`src/rtl/nrf2401_shift_ctrl.sv`:
```
// Avalon-MM byte shifter for the nRF2401 3-wire config/data interface.
// Software writes TXDATA; the block produces eight CLK1 periods, driving
// DATA from b7 and capturing the pin on each rise, MSB first.
module nrf2401_shift_ctrl #(
  parameter logic [7:0] DIV_RESET = 8'd24
) (
  input  logic       clk,
  input  logic       reset_n,
  input  logic [2:0] address,
  input  logic       chipselect,
  input  logic       write_n,
  input  logic [7:0] writedata,
  output logic [7:0] readdata,
  output logic       irq,
  output logic       nrf_clk,
  output logic       nrf_data_out,
  output logic       nrf_data_oe,
  input  logic       nrf_data_in,
  output logic       nrf_cs,
  output logic       nrf_ce,
  input  logic       nrf_dr1
);

  typedef enum logic [1:0] {IDLE, LOW, HIGH} state_e;

  state_e     state_q, state_d;
  logic [7:0] cnt_q, cnt_d;
  logic [2:0] bitcnt_q, bitcnt_d;
  logic [7:0] sh_q, sh_d;
  logic [7:0] rx_q, rx_d;
  logic [7:0] div_q, div_d;
  logic       cap_q, cap_d;
  logic       done_q, done_d;
  logic       ovr_q, ovr_d;
  logic       cs_q, cs_d, ce_q, ce_d, dir_q, dir_d, irqen_q, irqen_d;
  logic       din_meta_q, din_s_q, dr1_meta_q, dr1_s_q;

  logic       wr, busy;
  logic [7:0] sh_next;

  assign wr      = chipselect & ~write_n;
  assign busy    = (state_q != IDLE);
  assign sh_next = {sh_q[6:0], cap_q};

  // Two-flop synchronizers for the asynchronous radio inputs.
  always_ff @(posedge clk or negedge reset_n) begin
    if (!reset_n) begin
      din_meta_q <= 1'b0;
      din_s_q    <= 1'b0;
      dr1_meta_q <= 1'b0;
      dr1_s_q    <= 1'b0;
    end else begin
      din_meta_q <= nrf_data_in;
      din_s_q    <= din_meta_q;
      dr1_meta_q <= nrf_dr1;
      dr1_s_q    <= dr1_meta_q;
    end
  end

  // State and register file.
  always_ff @(posedge clk or negedge reset_n) begin
    if (!reset_n) begin
      state_q  <= IDLE;
      cnt_q    <= 8'd0;
      bitcnt_q <= 3'd0;
      sh_q     <= 8'd0;
      rx_q     <= 8'd0;
      div_q    <= DIV_RESET;
      cap_q    <= 1'b0;
      done_q   <= 1'b0;
      ovr_q    <= 1'b0;
      cs_q     <= 1'b0;
      ce_q     <= 1'b0;
      dir_q    <= 1'b0;
      irqen_q  <= 1'b0;
    end else begin
      state_q  <= state_d;
      cnt_q    <= cnt_d;
      bitcnt_q <= bitcnt_d;
      sh_q     <= sh_d;
      rx_q     <= rx_d;
      div_q    <= div_d;
      cap_q    <= cap_d;
      done_q   <= done_d;
      ovr_q    <= ovr_d;
      cs_q     <= cs_d;
      ce_q     <= ce_d;
      dir_q    <= dir_d;
      irqen_q  <= irqen_d;
    end
  end

  // Register writes first, then the FSM, so a done-set beats a same-edge clear.
  always_comb begin
    state_d  = state_q;
    cnt_d    = cnt_q;
    bitcnt_d = bitcnt_q;
    sh_d     = sh_q;
    rx_d     = rx_q;
    div_d    = div_q;
    cap_d    = cap_q;
    done_d   = done_q;
    ovr_d    = ovr_q;
    cs_d     = cs_q;
    ce_d     = ce_q;
    dir_d    = dir_q;
    irqen_d  = irqen_q;

    if (wr) begin
      case (address)
        3'd0: begin
          if (busy) begin
            ovr_d = 1'b1;
          end else begin
            sh_d     = writedata;
            bitcnt_d = 3'd0;
            cnt_d    = div_q;
            state_d  = LOW;
            done_d   = 1'b0;
          end
        end
        3'd2: begin
          if (writedata[1]) done_d = 1'b0;
          if (writedata[2]) ovr_d  = 1'b0;
        end
        3'd3: begin
          cs_d    = writedata[0];
          ce_d    = writedata[1];
          irqen_d = writedata[3];
          // Flipping direction mid-byte would fight the radio on DATA.
          if (!busy) dir_d = writedata[2];
        end
        3'd4: div_d = writedata;
        default: ;
      endcase
    end

    case (state_q)
      LOW: begin
        if (cnt_q == 8'd0) begin
          cap_d   = din_s_q;
          cnt_d   = div_q;
          state_d = HIGH;
        end else begin
          cnt_d = cnt_q - 8'd1;
        end
      end
      HIGH: begin
        if (cnt_q == 8'd0) begin
          sh_d     = sh_next;
          bitcnt_d = bitcnt_q + 3'd1;
          if (bitcnt_q == 3'd7) begin
            rx_d    = sh_next;
            done_d  = 1'b1;
            state_d = IDLE;
          end else begin
            cnt_d   = div_q;
            state_d = LOW;
          end
        end else begin
          cnt_d = cnt_q - 8'd1;
        end
      end
      default: ;
    endcase
  end

  // Zero-latency read mux.
  always_comb begin
    readdata = 8'd0;
    case (address)
      3'd0: readdata = sh_q;
      3'd1: readdata = rx_q;
      3'd2: readdata = {4'd0, dr1_s_q, ovr_q, done_q, busy};
      3'd3: readdata = {4'd0, irqen_q, dir_q, ce_q, cs_q};
      3'd4: readdata = div_q;
      default: readdata = 8'd0;
    endcase
  end

  assign nrf_clk      = (state_q == HIGH);
  assign nrf_data_out = sh_q[7];
  assign nrf_data_oe  = ~dir_q;
  assign nrf_cs       = cs_q;
  assign nrf_ce       = ce_q;
  assign irq          = irqen_q & (done_q | dr1_s_q);

endmodule
```
`config.mk`:
```
export PLATFORM = sky130hd
export DESIGN_NAME = nrf2401_shift_ctrl
export DESIGN_NICKNAME = d
export VERILOG_FILES = /design/src/rtl/nrf2401_shift_ctrl.sv
export SDC_FILE = /design/constraint.sdc
export NUM_CORES = 1
export LEC_CHECK = 0
export CORE_ASPECT_RATIO = 1.75
export CORE_UTILIZATION = 25
export CTS_CLUSTER_DIAMETER = 150
export DETAILED_ROUTE_END_ITERATION = 10
export GPL_TIMING_DRIVEN = 0
export HOLD_SLACK_MARGIN = 0.12
export SKIP_CTS_REPAIR_TIMING = 1
export SLEW_MARGIN = 10
export SYNTH_ARGS = -nofsm -noshare
export SYNTH_HDL_FRONTEND = slang
export SYNTH_SLANG_ARGS = --single-unit
```
`constraint.sdc`:
```
create_clock -name clk -period 2.6 [get_ports clk]
set_input_delay 0.52 -clock clk [delete_from_list [all_inputs] [get_ports clk]]
set_output_delay 0.52 -clock clk [all_outputs]
set_load 0.005 [all_outputs]
```
**Word-level counts from Yosys, hierarchy flattened**

Cells that the tools add are included.
W data, S select, Z words.

- RAM bits: 0
- Memories: 0
- Input bits: 17
- Register bits: 48
- Latch bits: 0
- Word-level logic and storage cells: 79
- Memory bits (read-only): 0
- Output and inout port bits: 14

- $mul: 0
- Reduce and logical (&&, ||, !) cells: 10
- Shifts and indexed selects: 0
- Bitwise gates (word level): 6
- Order comparisons: 0
- Mux-type cells: 35
- Divide/modulo/power cells: 0
- Equality and inequality tests: 9
- Add/sub/neg operators: 2

Operator list:

| kind | number |
|---|---|
| $mux W8 | 11 |
| $pmux W8 S5 | 1 |
| $pmux W8 S2 | 1 |
| $mux W3 | 5 |
| $mux W2 | 5 |
| $mux W1 | 9 |
| $logic_not A8 Y1 | 1 |
| $sub A8 B1 Y8 const B | 1 |
| $eq A3 B2 Y1 const B | 2 |
| $eq A3 B3 Y1 const B | 2 |
| $reduce_and A2 Y1 | 3 |
| $reduce_and A3 Y1 | 2 |
| $ne A2 B2 Y1 const B | 2 |
| $pmux W1 S2 | 2 |
| $pmux W2 S2 | 1 |
| $reduce_and A4 Y1 | 1 |
| $reduce_bool A2 Y1 | 2 |
| $add A3 B1 Y3 const B | 1 |
| $eq A3 B1 Y1 const B | 1 |
| $logic_not A3 Y1 | 1 |
| $not A1 Y1 | 3 |
| $and A1 B1 Y1 | 2 |
| $eq A2 B1 Y1 const B | 1 |
| $eq A2 B2 Y1 const B | 1 |
| $or A1 B1 Y1 | 1 |

**Longest topological paths before layout**

Gate-level depths: netlist of run 1.

- Word-level depth: 7
- Depth in mapped cells: 7
- Mapped depth without buffers: 6

**Worst setup path before layout of run 1**

No wires, ideal clock.

- Kind: input to output
- Start point: input port address[2]
- End point: output port readdata[3]
- Buffers on the path: 3
- Stages: 5
- Required time: 2080 ps
- Setup slack: 465 ps
- Arrival time: 1615 ps
- Path through: clkbuf_1 clkbuf_1 buf_1 nand2_1 o32ai_1

- Cells in the longest elaborated chain, start to end: 2
- Elaborated cells on any way between the ends: 6
- Classes of those cells: eq/ne: 4; mux: 1; reduce/logical: 1

Ends and longest elaborated chain:

| what | line | text |
|---|---|---|
| start, declared | 9 | `input logic [2:0] address,` |
| $eq A3 B3 Y1, or another cell as far along | 171 | `case (address)` |
| $pmux W8 S5 * | 171 |  |
| end, declared | 13 | `output logic [7:0] readdata,` |

Every way passes the cells marked *; elsewhere a longest branch is shown, timed or not.

**Final worst setup path of run 1**

- Start point: input port address[2]
- End point: output port readdata[1]

Same word-level chain as after synthesis.

==> results of run 1 <==
cell usage in the layout (no fill, tap or decap), types with 3 or more instances in the layout:
master	n
o22ai_1	4
o21ai_0	11
ha_1	8
nand3_1	17
o21ai_1	3
nand2b_1	3
o22a_1	4
clkdlybuf4s50_1	25
a31oi_1	8
clkbuf_16	5
dfrtp_1	46
a21oi_1	26
nand2_1	19
inv_1	13
mux2_4	8
mux2_2	13
buf_2	3
nor2_1	22
mux2i_1	21
o21a_1	3
clkbuf_1	5
clkbuf_2	3
worst max-delay path, delay by kind of cell:
kind | cells | cell delay (ns)
AOI/OAI and AO/OA | 2 | 0.33
buffers and inverters | 4 | 1.15
metal layers:
layer	wire (um)	vias up	global-route usage, %
li1	-	1095	-
met1	2790	1141	14.7
met2	4290	46	26.1
met3	236	16	2.69
met4	243	0	7.02
met5	0	-	0
state kept, by name, summed over array words and instances (netlist names):
signal,count
din_s_q,1
div_q,8
bitcnt_q,3
dr1_s_q,1
rx_q,8
done_q,1
sh_q,8
cap_q,1
ovr_q,1
state_q,2
dr1_meta_q,1
nrf_cs,1
irqen_q,1
nrf_ce,1
cnt_q,8
din_meta_q,1
dir_q,1
synthesized netlist by cell type, drive strengths merged:
master	instances	area (sq um)
a21oi	26	130
mux2i	21	210
nor4	2	12.5
a31oi	8	50.1
nand4	1	6.26
o31ai	2	15.0
nor3b	3	27.5
nor4b	1	8.76
nand4b	1	8.76
nand3b	1	7.51
xor2	2	17.5
mux4	1	22.5
inv	13	48.8
buf	6	36.3
o21ai	14	70.1
nand2	20	77.6
o22ai	4	25.0
ha	8	100
o221a	1	11.3
o211ai	1	7.51
dfrtp	46	1150
mux2	22	278
a22oi	1	7.51
dfstp	2	52.6
o221ai	1	8.76
or3	2	12.5
o32ai	2	17.5
o41ai	1	8.76
nand3	18	103
nor3	1	5.00
o2bb2ai	1	8.76
o21a	3	22.5
o311ai	1	8.76
xnor2	2	17.5
or3b	3	26.3
or4	1	7.51
o22a	4	35.0
nand2b	3	18.8
nor2	23	103
clkbuf	8	30.0
per-stage QoR:
stage | cells | utilization (%) | power, mW
4_1_cts | 448 | 31.9 | 3.40
6_report | 448 | 32.1 | 3.37
2_1_floorplan | 281 | - | 2.14
3_3_place_gp | 439 | 30.1 | 2.56
3_5_place_dp | 440 | 30.2 | 2.60
5_1_grt | 448 | 32.1 | 3.61
kinds of logic (layout without fill, tap and decap cells):
kind of cell	Yosys count	after routing	synth area share [%]
adders and majority gates	8	8	3.56
AOI/OAI and AO/OA	70	70	15.2
xor gates and xnor gates	4	4	1.24
muxes	44	44	18.1
and+or+nand+nor	80	80	15.1
buffers and inverters	27	64	4.09
DFF	48	48	42.8
where the power goes:
group	leakage, nW	total (mW)	switching, mW	internal (mW)
registers	0.571	1.20	0.226	0.974
logic	0.886	1.39	0.739	0.648
clock network	0.0901	0.785	0.278	0.506
final timing paths:
kind	endpoint	cells past startpoint	from	slack, ns
worst max-delay path	readdata[1]	6	address[2]	0.06
worst min-delay path	cnt_q[6]	1	reset_n	0.17
worst max register to register	cnt_q[6]	6	state_q[0]	0.46
worst min register to register	din_s_q	0	din_meta_q	0.35
max in group asynchronous	div_q[4]	2	reset_n	1.83
min in group clk	din_s_q	0	din_meta_q	0.35
area by class of cell:
cell class	count	area share, %
clock buffer	7	4.40
multi-input combinational	206	43.1
sequential	48	34.7
timing repair buffer	29	8.44
clock inverter	1	0.865
inverter	13	1.41
tap	130	4.69
buffer	14	2.42
==> impl_metrics.toml, run 1 <==
[synth]
syn_nets = 306
ys_ff_latch = 48
yosysUniqueCellTypes = 51
synth.avg_cell_area_sq_um = 10.0
ys_seq_area_share_pct = 42.8
yosys_warnings = 0
syn_area_sq_um = 2820
synth_cells = 281

[timing]
fin_crit_ns = 2.54
tightestPinTransition_ns = 0.915
setup_viol = 0
whs_ns = 0.174
drv_slew = 0
hold_viol_final = 0
clock_skew_ns = 0.00363
max_slew_margin_pct = 38.4
period_share_pct = 97.5
rsz0062_at_grt = "false"
fin_setup_tns_ns = 0
max_freq_mhz = 394
worst_slack_ns = 0.0639

[pwr]
vdd_drop_max_v = 0.000314
power_density_nw_per_um2 = 971
p_leak_nw = 1.55

[setup_path]
cp_cell_sequence = "clkbuf_2 > buf_4 > clkbuf_4 > a31oi_1 > o22ai_1 > clkdlybuf4s50_1"
crit_fanout = 10
required_ns = 2.08
cp-end-kind = "output pin"
start_kind = "primary input"
arrival_ns = 2.02
path_class = "primary input to output pin"
worst_path_largest_cell_delay_ns = 0.54
slowest_stage = "clkdlybuf4s50_1"

[drt]
vias = 2298
dr.pass1.iters = 4
viasPerCell = 5.13
routedWlPerCell_um = 16.9
drc_errors = 0
drt-total-wl_um = 7560
first_iter_violations = 95
drtAntennaViolNets = 0

[cts]
path_clk_slew_ns = 0.06
cts_sinks = 48
cts_made_buffers = 5
htreeDepth = 2
clkLatencyLatePin_ns = 0.30
cts_root_buf = "clkbuf_16"
clockBufferDepth = 2
cts_tree = "done"

[global_route]
grt_pass1_wl_um = 12300
grt_overflow = 0
antenna_found_initial = 0
grt_pass1_vias = 2429
grtUsageTotal_pct = 14.2
grt_max_degree = 31

[outcome]
outcome = "finished, final reports clean"

[hold_path]
holdCritPathClass = "primary input to async pin"

[cells_and_area]
final_nets = 342
drive_gt1_share_pct = 15.7
fill_cells = 1127
stdcell_area_sq_um = 3470
n_antenna_cell = 0
syn_to_final_growth_pct = 23.3
multi_input_area_sq_um = 1500
final-seq-area_sq_um = 1200

[floorplan]
core_area_sq_um = 10800
std_cell_rows = 50
dieArea_sq_um = 11700
io_pins = 31
die_w_um = 82.2
die_y_um = 142
start_util_pct = 26.0

[placed_design]
postPlaceCellArea_sq_um = 3270
port_buffers = 28
gp_congestion = 0.904
hpwl_um = 5940
pre_cts_ws_ns = -0.843

[job]
maxCapViolCount = 0
Note: power is estimated with default switching activity, not from simulation.
==> run 2: changes to the inputs <==
--- a/config.mk
+++ b/config.mk
@@ -9,8 +9,9 @@
 export CORE_UTILIZATION = 25
 export CTS_CLUSTER_DIAMETER = 150
 export DETAILED_ROUTE_END_ITERATION = 10
-export GPL_TIMING_DRIVEN = 0
+export GPL_TIMING_DRIVEN = 1
 export HOLD_SLACK_MARGIN = 0.12
+export MAX_ROUTING_LAYER = met4
 export SKIP_CTS_REPAIR_TIMING = 1
 export SLEW_MARGIN = 10
 export SYNTH_ARGS = -nofsm -noshare
==> run 2 against run 1 <==
Core utilization increased by 1.4 points. Non-clock buffer count increased by 10. Clock power decreased by 20%. Cell area increased by 4.3%. First-iteration DRC count increased by 53%. Clock-buffer cell count unchanged. Flip-flop and latch count unchanged. Combinational power about the same. Sequential share of layout area decreased by 1.4 points.
==> impl_metrics.toml, run 2 (synthesis gave the netlist of run 1 again) <==
[outcome]
outcome = "finished, final reports clean"

[global_route]
grt_pass1_wl_um = 12000
grt_pass1_vias = 2361
antenna_found_initial = 0
grt_max_degree = 27
grt_overflow = 0
grtUsageTotal_pct = 14.1

[cells_and_area]
final_util_pct = 33.5
syn_to_final_growth_pct = 28.6
drive_gt1_share_pct = 18.6
finalNonFillerCells = 458
final_cell_mix = "dfrtp_1 (46), a21oi_1 (26), clkdlybuf4s50_1 (24)"
layout_commonest_cell = "dfrtp_1"
final_nets = 352
n_antenna_cell = 0

[floorplan]
io_pins = 31
core_area_sq_um = 10800
die_y_um = 142
std_cell_rows = 50
die_w_um = 82.2
dieArea_sq_um = 11700
start_util_pct = 26.0

[timing]
rsz0062_at_grt = "false"
whs_ns = 0.223
setup_viol = 0
tightestPinTransition_ns = 0.873
drv_slew = 0
period_share_pct = 93.6
hold_viol_final = 0
max_freq_mhz = 411
max_slew_margin_pct = 41.3
fin_crit_ns = 2.43
clock_skew_ns = 0.00785

[cts]
clkLatencyLatePin_ns = 0.29
path_clk_slew_ns = 0.06
htreeDepth = 2
clockBufferDepth = 2
cts_sinks = 48
cts_made_buffers = 5
cts_root_buf = "clkbuf_16"
cts_tree = "done"

[placed_design]
gp_congestion = 0.956
hpwl_um = 5690
place_inst = 444
port_buffers = 30

[setup_path]
start_kind = "flop"
arrival_ns = 1.91
path_class = "flop to output pin"
crit_fanout = 3
path_buf_inv = 3
reg2reg_from = "cnt_q[0]"
cp_cell_sequence = "inv_1 > ha_1 > inv_1 > mux2i_1 > o22ai_1 > o21a_1 > clkdlybuf4s50_1"
critPathLaunch = "state_q[1]"
required_ns = 2.08
path_delay_family = "buffers and inverters"
worst_path_largest_cell_delay_ns = 0.50
slowest_stage = "clkdlybuf4s50_1"
path_common_cell = "inv_1"
cp-end-kind = "output pin"

[drt]
drtAntennaViolNets = 0
drc_errors = 0
first_iter_violations = 145
vias = 2300
routedWlPerCell_um = 16.3
dr.pass1.iters = 4
drt-total-wl_um = 7450
viasPerCell = 5.02

[pwr]
vdd_drop_max_v = 0.000398
power_density_nw_per_um2 = 888
p_leak_nw = 1.66

[job]
maxCapViolCount = 0

[hold_path]
holdCritPathClass = "primary input to async pin"
[run 2: cell types whose count changed in the layout (fill, tap and decap cells not counted), sizes merged]
| cell | change |
|---|---|
| clkinv | +1 |
| buf | +14 |
| clkdlybuf4s50 | -1 |
| bufinv | -1 |
| dlymetal6s2s | +4 |
| clkbuf | -7 |
[run 2: routing by layer]
metal  GRT usage [%]  vias to the layer above  routed length, um
met2            25.7                       57               4170
met1            14.6                     1112               2770
met3            2.24                       18                269
li1                -                     1113                  -
met4            5.26                        0                238
met5               -                        -                  0
[run 2: final timing paths]
check	endpoint	slack, ns	cells after the start
setup / recovery	readdata[0]	0.17	7
hold / removal	cnt_q[6]	0.22	1
setup reg to reg	rx_q[7]	0.36	6
hold reg to reg	dr1_s_q	0.35	0
max in group asynchronous	div_q[4]	1.77	2
min in group clk	dr1_s_q	0.35	0
[run 2: cell type report]
type / count / area [sq um]
well taps: 130 / 163
flip-flops and latches: 48 / 1200
clock inverters: 1 / 5.00
inverters: 13 / 48.8
repair buffers: 53 / 569
clock buffers: 7 / 133
fillers: 1097 / 7200
multi-input cells: 206 / 1500
[run 2: power breakdown]
part / switching [mW] / internal (mW)
Clock: 0.273 / 0.356
Sequential: 0.236 / 0.974
Combinational: 0.723 / 0.651
Total: 1.23 / 1.98
[run 2: per-stage QoR]
step	area (sq um)	power [mW]	setup WS (ns)	setup TNS, ns
finish	3620	3.21	0.166	0
global route	3620	3.44	0.0286	0
CTS	3520	3.22	-0.159	-0.833
detailed placement	3380	2.58	-0.155	-0.810
global placement	3380	2.54	-0.129	-0.672
floorplan	2820	2.14	0.465	0
[run 2: worst reg2reg max path: cells and delay by family (launching register included)]
family                   cells  cell delay [ns]
multiplexers                 1             0.36
buffers and inverters        1             0.10
flip-flops                   1             0.44
adder cells (fa/ha/maj)      1             0.21
AND/OR/NAND/NOR              3             1.02
==> run 3: changes to the inputs <==
--- a/config.mk
+++ b/config.mk
@@ -8,6 +8,7 @@
 export CORE_ASPECT_RATIO = 1.75
 export CORE_UTILIZATION = 25
 export CTS_CLUSTER_DIAMETER = 150
+export CTS_CLUSTER_SIZE = 10
 export DETAILED_ROUTE_END_ITERATION = 10
 export GPL_TIMING_DRIVEN = 1
 export HOLD_SLACK_MARGIN = 0.12
==> results of run 3 <==
Same layout as run 2: the final DEF is identical, and so are final timing and power.
